$ cat src/rtl/uart_ack_frame_tx.sv
// -----------------------------------------------------------------------------
// uart_ack_frame_tx
//
// Purpose:
//   This block sends a fixed 7-byte acknowledge frame over a UART line, using
//   8N1 format:
//       0x55, func, ch, sta, code, CRC-8, 0xAA
//   The CRC is CRC-8 with polynomial 0x07 and initial value 0x00. It is
//   computed MSB-first, with no reflection and no final XOR, over the four
//   bytes captured when the request was accepted.
//   All bytes go out back-to-back with no idle time between them. Each bit
//   lasts BAUD_DIV = CLK_FREQ/UART_BPS sys_clk cycles.
//
// Ports:
//   sys_clk    : the single clock; all logic works on its rising edge
//   sys_rst    : asynchronous active-high reset; aborts any frame in progress
//   ack_valid  : a response frame is requested
//   ack_ready  : high when a request can be accepted (same as !tx_busy)
//   ack_func   : echoed register function byte
//   ack_ch     : echoed channel byte
//   ack_sta    : echoed control/status byte
//   ack_code   : result code (0x00 OK, 0x01 CRC error)
//   uart_txd   : registered serial output, high when idle
//   tx_busy    : high from the accepting edge until the FSM returns to IDLE
//   frame_done : one-cycle pulse on the edge that returns the FSM to IDLE
// -----------------------------------------------------------------------------
module uart_ack_frame_tx #(
    parameter int CLK_FREQ = 50_000_000,
    parameter int UART_BPS = 115200
) (
    input  logic       sys_clk,
    input  logic       sys_rst,
    input  logic       ack_valid,
    output logic       ack_ready,
    input  logic [7:0] ack_func,
    input  logic [7:0] ack_ch,
    input  logic [7:0] ack_sta,
    input  logic [7:0] ack_code,
    output logic       uart_txd,
    output logic       tx_busy,
    output logic       frame_done
);

    localparam int BAUD_DIV = CLK_FREQ / UART_BPS;
    localparam int CNT_W    = (BAUD_DIV > 1) ? $clog2(BAUD_DIV) : 1;
    localparam logic [CNT_W-1:0] BAUD_LAST = CNT_W'(BAUD_DIV - 1);

    typedef enum logic [1:0] {
        IDLE,
        START,
        DATA,
        STOP
    } state_t;

    state_t           state;
    state_t           state_next;
    logic [CNT_W-1:0] baud_cnt;
    logic [2:0]       bit_idx;
    logic [2:0]       byte_idx;
    logic [7:0]       func_q;
    logic [7:0]       ch_q;
    logic [7:0]       sta_q;
    logic [7:0]       code_q;
    logic [7:0]       crc;
    logic [7:0]       cur_byte;
    logic             bit_end;
    logic             accept;
    logic             last_byte;
    logic             line_next;
    logic             done_next;

    // Processes one byte through CRC-8 (poly 0x07), MSB first.
    function automatic logic [7:0] crc8_step(input logic [7:0] crc_in,
                                             input logic [7:0] data);
        logic [7:0] c;
        c = crc_in ^ data;
        for (int i = 0; i < 8; i++) begin
            if (c[7]) begin
                c = {c[6:0], 1'b0} ^ 8'h07;
            end else begin
                c = {c[6:0], 1'b0};
            end
        end
        return c;
    endfunction

    // The CRC only depends on the captured bytes. Those bytes stay fixed for
    // the whole frame, so the CRC is already stable when byte 5 goes out.
    assign crc = crc8_step(crc8_step(crc8_step(crc8_step(8'h00, func_q),
                                               ch_q), sta_q), code_q);

    assign bit_end   = (baud_cnt == BAUD_LAST);
    assign accept    = (state == IDLE) && ack_valid;
    assign last_byte = (byte_idx == 3'd6);
    assign tx_busy   = (state != IDLE);
    assign ack_ready = ~tx_busy;

    // Selects the frame byte for the current byte index.
    always_comb begin
        cur_byte = 8'hAA;
        case (byte_idx)
            3'd0:    cur_byte = 8'h55;
            3'd1:    cur_byte = func_q;
            3'd2:    cur_byte = ch_q;
            3'd3:    cur_byte = sta_q;
            3'd4:    cur_byte = code_q;
            3'd5:    cur_byte = crc;
            default: cur_byte = 8'hAA;
        endcase
    end

    // Next-state logic and the line level for the next cycle.
    // uart_txd registers line_next, so the line follows the FSM one cycle
    // late. As a result the start bit begins on the edge after the accepting
    // edge, and the final stop bit ends one cycle after the FSM is back in
    // IDLE.
    always_comb begin
        state_next = state;
        line_next  = 1'b1;
        done_next  = 1'b0;
        case (state)
            IDLE: begin
                if (ack_valid) begin
                    state_next = START;
                end
            end
            START: begin
                line_next = 1'b0;
                if (bit_end) begin
                    state_next = DATA;
                end
            end
            DATA: begin
                line_next = cur_byte[bit_idx];
                if (bit_end && (bit_idx == 3'd7)) begin
                    state_next = STOP;
                end
            end
            STOP: begin
                if (bit_end) begin
                    if (last_byte) begin
                        state_next = IDLE;
                        done_next  = 1'b1;
                    end else begin
                        state_next = START;
                    end
                end
            end
            default: begin
                state_next = IDLE;
            end
        endcase
    end

    // State register. Reset returns the FSM to IDLE straight away, and the
    // aborted frame is never resumed.
    always_ff @(posedge sys_clk or posedge sys_rst) begin
        if (sys_rst) begin
            state <= IDLE;
        end else begin
            state <= state_next;
        end
    end

    // Datapath: baud counter, bit and byte indices, captured request bytes,
    // and the registered line and done outputs.
    always_ff @(posedge sys_clk or posedge sys_rst) begin
        if (sys_rst) begin
            baud_cnt   <= '0;
            bit_idx    <= 3'd0;
            byte_idx   <= 3'd0;
            func_q     <= 8'h00;
            ch_q       <= 8'h00;
            sta_q      <= 8'h00;
            code_q     <= 8'h00;
            uart_txd   <= 1'b1;
            frame_done <= 1'b0;
        end else begin
            uart_txd   <= line_next;
            frame_done <= done_next;

            if (accept) begin
                func_q <= ack_func;
                ch_q   <= ack_ch;
                sta_q  <= ack_sta;
                code_q <= ack_code;
            end

            if ((state == IDLE) || bit_end) begin
                baud_cnt <= '0;
            end else begin
                baud_cnt <= baud_cnt + CNT_W'(1);
            end

            if (state == IDLE) begin
                bit_idx <= 3'd0;
            end else if ((state == DATA) && bit_end) begin
                bit_idx <= bit_idx + 3'd1;
            end

            if (accept) begin
                byte_idx <= 3'd0;
            end else if ((state == STOP) && bit_end) begin
                byte_idx <= last_byte ? 3'd0 : (byte_idx + 3'd1);
            end
        end
    end

endmodule

$ cat config.mk
export PLATFORM = sky130hd
export DESIGN_NAME = uart_ack_frame_tx
export DESIGN_NICKNAME = d
export VERILOG_FILES = /design/src/rtl/uart_ack_frame_tx.sv
export SDC_FILE = /design/constraint.sdc
export NUM_CORES = 1
export LEC_CHECK = 0
export ABC_AREA = 1
export CORE_MARGIN = 2
export CORE_UTILIZATION = 55
export DETAILED_ROUTE_END_ITERATION = 16
export PLACE_DENSITY_LB_ADDON = 0.2
export SETUP_SLACK_MARGIN = 0.05
export SYNTH_ARGS = -nofsm -noshare
export SYNTH_HDL_FRONTEND = slang
export SYNTH_SLANG_ARGS = --single-unit
$ cat constraint.sdc
create_clock -name sys_clk -period 2.7 [get_ports sys_clk]
set_input_delay 0.405 -clock sys_clk [delete_from_list [all_inputs] [get_ports sys_clk]]
set_output_delay 0.405 -clock sys_clk [all_outputs]
set_load 0.005 [all_outputs]
==> impl_metrics.ini <==
[route]
drt-vias-per-instance = 5.536
drcViolationCount = 0
wire_per_inst_um = 14.92
ant_nets = 0
route.vias.total = 4224
dr.pass1.iters = 8
drt_wl_total_um = 11390
drtIter0Drc = 314

[synthesis]
synthArstFlopShare_pct = 100.0
synth_area_um2 = 3900
synth_area_leaders = dfrtp_1 32%, nand2_1 19%, nand3_1 8.1%, inv_1 7.3%, a21oi_1 6.2%
yosys_warnings = 0
synth.avg_cell_area_um2 = 6.457
ys.flop_type = dfrtp_1
yosys.area.top_type_share_pct = 32.08
syn_inst = 604
ys_seq_area_share_pct = 32.76
ys_seq_elements = 51
synth_edf_count = 0
yosysTopAreaCell = dfrtp_1
syn-num-nets = 648
yosysUniqueCellTypes = 36

[setup_path]
critPathRequiredTime_ns = 2.97
cp_slowest_stage_delay_ns = 0.48
r2r-start = func_q[5]$_DFFE_PP0P_
path_delay_family = simple AND/OR/NAND/NOR gates
critPathBufInv = 4
r2r_slack_ns = -0.13
cp_slowest_cell = dfrtp_2
worstReg2RegEnd = uart_txd$_DFF_PP1_
critPathMaxFanout = 7
critical_path_class = reg -> reg
path_common_cell = nand2_2
crit_path_start_kind = register
r2r_cells = 28
critPathArrivalTime_ns = 3.10
worstSetupEndpointType = register

[min_path]
hold_end = baud_cnt[4]$_DFF_PP0_
hold_depth = 1
min_from = baud_cnt[4]$_DFF_PP0_
worstHoldPathType = reg -> reg

[grt]
grt_pass1_wl_um = 17670
antenna_found_initial = 0
grt.total_usage_pct = 29.02
grt_max_degree = 52
gr-total-overflow = 0
first_global_vias = 3907

[clocking]
clk_transition_reported_paths_ns = 0.11
root_buffer = clkbuf_8
cts_tree = yes
htree_num_levels = 2
ctsHoldBuffers = 0
cts-buffers-inserted = 5
worstSkewPairLatency_ns = 0.33
clock_path_buffers = 2
cts.sinks = 51

[timing]
slew_headroom_pct = 54.81
final_hold_viol_count = 0
worst_pin_slew_ns = 0.6779
setup_viol = 1
setup_slack_ns = -0.1263
fin_hold_ws_ns = 0.5014
tns_ns = -0.1263
rsz0062_at_grt = yes
skew_ns = 0.007758
drv_slew = 0
post-route-period-util_pct = 104.7
max_clock_freq_mhz = 353.8
finalCriticalPeriod_ns = 2.826

[floorplanning]
fp.dieH_um = 88.21
core_um2 = 6832
die_w_um = 88.21
die_area_um2 = 7780
rows = 30
start_util_pct = 57.09
io_pins = 39

[power]
p_sw_share_pct = 24.67
p_leak_nw = 2.542
p_sw_uw = 327.1
combPwrFrac_pct = 5.0
internal-power_uw = 998.8
clkPwrFrac_pct = 37.4
vdd_ir_drop_max_v = 0.0002239
seqPwrFrac_pct = 57.6
powerDensity_nw_per_um2 = 259.2

[status]
status = complete, but fails checks
violations = negative setup slack

[run]
cap_violations = 0

[final_layout]
area_delta_synth_final_pct = 31.15
nets = 710
drive_above_1_share_pct = 29.54
fill_cells = 530
final_util_pct = 74.87
diodes = 0

[placed_design]
gp_congestion = 0.9613
dpl.hpwl_um = 7734
place_ws_ns = -0.09720
numPortBuffers = 38
per-layer routing:
layer	vias to the layer above	global-route usage, %	routed length (um)
li1	2040	-	-
met1	1922	37.81	4688
met2	203	48.26	5347
met3	59	4.336	796
met4	0	12.12	554
met5	-	0	0
timing repair:
item,CTS,global route
pin swaps,43,36
resized for setup,88,43
setup buffers,12,7
endpoints found under the setup margin,1,1
cell usage in the layout, fill, tap and decap left out, drive strengths merged, types with 2 or more instances in the layout:
cell type / synthesis / routed
a221oi: 5 / 5
nand2: 225 / 225
nor3: 8 / 8
mux2: 2 / 2
xnor2: 2 / 2
clkbuf: 6 / 5
a21oi: 48 / 48
o21ai: 14 / 14
o221ai: 2 / 2
clkdlybuf4s50: 0 / 38
nor3b: 3 / 3
buf: 2 / 25
xor2: 5 / 5
inv: 88 / 90
nand3: 65 / 65
dfrtp: 50 / 50
nor2: 58 / 58
o211ai: 2 / 2
ha: 9 / 9
o22ai: 3 / 3
logic make-up after synthesis:
kind of cell / share of synthesized area [%]
XOR/XNOR: 2.439
AND/OR/NAND/NOR: 41.10
adder cells (fa/ha/maj): 2.887
flip-flops: 32.76
multiplexers: 0.5774
buffers and inverters: 9.240
AO/OA/AOI/OAI: 11.00
cell usage after synthesis, drive strengths merged, types with 3 or more instances:
| cell | instances |
|---|---|
| a221oi | 5 |
| o22ai | 3 |
| a21oi | 48 |
| nand2 | 225 |
| clkbuf | 6 |
| nor3b | 3 |
| xor2 | 5 |
| dfrtp | 50 |
| nor2 | 58 |
| o21ai | 14 |
| ha | 9 |
| nor3 | 8 |
| nand3 | 65 |
| inv | 88 |
sequential cells by signal, summed over array words and instances (netlist names):
register and cells:
baud_cnt 9, byte_idx 3, sta_q 8, bit_idx 3, frame_done 1, func_q 8
state 2, uart_txd 1, code_q 8, ch_q 8
power groups by stage:
| stage | clock (mW) | sequential [mW] | combinational (mW) |
|---|---|---|---|
| 6_report | 0.496 | 0.763 | 0.0661 |
| 3_3_place_gp | 0 | 0.778 | 0.0660 |
| 4_1_cts | 0.496 | 0.763 | 0.0674 |
| 3_5_place_dp | 0 | 0.778 | 0.0669 |
| 2_1_floorplan | 0 | 0.778 | 0.0114 |
| 5_1_grt | 0.522 | 0.764 | 0.0729 |
how the worst max path moves through the flow:
stage	startpoint	slack, ns	depth (start not counted)	end
floorplan	func_q[6]$_DFFE_PP0P_	0.34	25	uart_txd$_DFF_PP1_
global placement	func_q[6]$_DFFE_PP0P_	-0.03	28	uart_txd$_DFF_PP1_
detailed placement	func_q[6]$_DFFE_PP0P_	-0.1	28	uart_txd$_DFF_PP1_
CTS	func_q[6]$_DFFE_PP0P_	0.04	29	uart_txd$_DFF_PP1_
global route	func_q[5]$_DFFE_PP0P_	-0.37	29	uart_txd$_DFF_PP1_
finish	func_q[5]$_DFFE_PP0P_	-0.13	28	uart_txd$_DFF_PP1_
cell type report:
| class | count | area, um^2 | area share, % |
|---|---|---|---|
| multi-input cells | 457 | 2683 | 52.45 |
| clock inverters | 3 | 26.28 | 0.5137 |
| inverters | 88 | 335.3 | 6.556 |
| repair buffers | 63 | 600.6 | 11.74 |
| flip-flops and latches | 51 | 1281 | 25.05 |
| clock buffers | 5 | 68.82 | 1.345 |
| well taps | 96 | 120.1 | 2.348 |
stage by stage:
step | cells | power [mW] | area (um^2)
floorplan | 604 | 0.7898 | 3900
global placement | 736 | 0.8443 | 4431
detailed placement | 736 | 0.8452 | 4431
CTS | 756 | 1.327 | 4912
global route | 763 | 1.358 | 5115
finish | 763 | 1.326 | 5115
(Power assumes the default switching activity.)
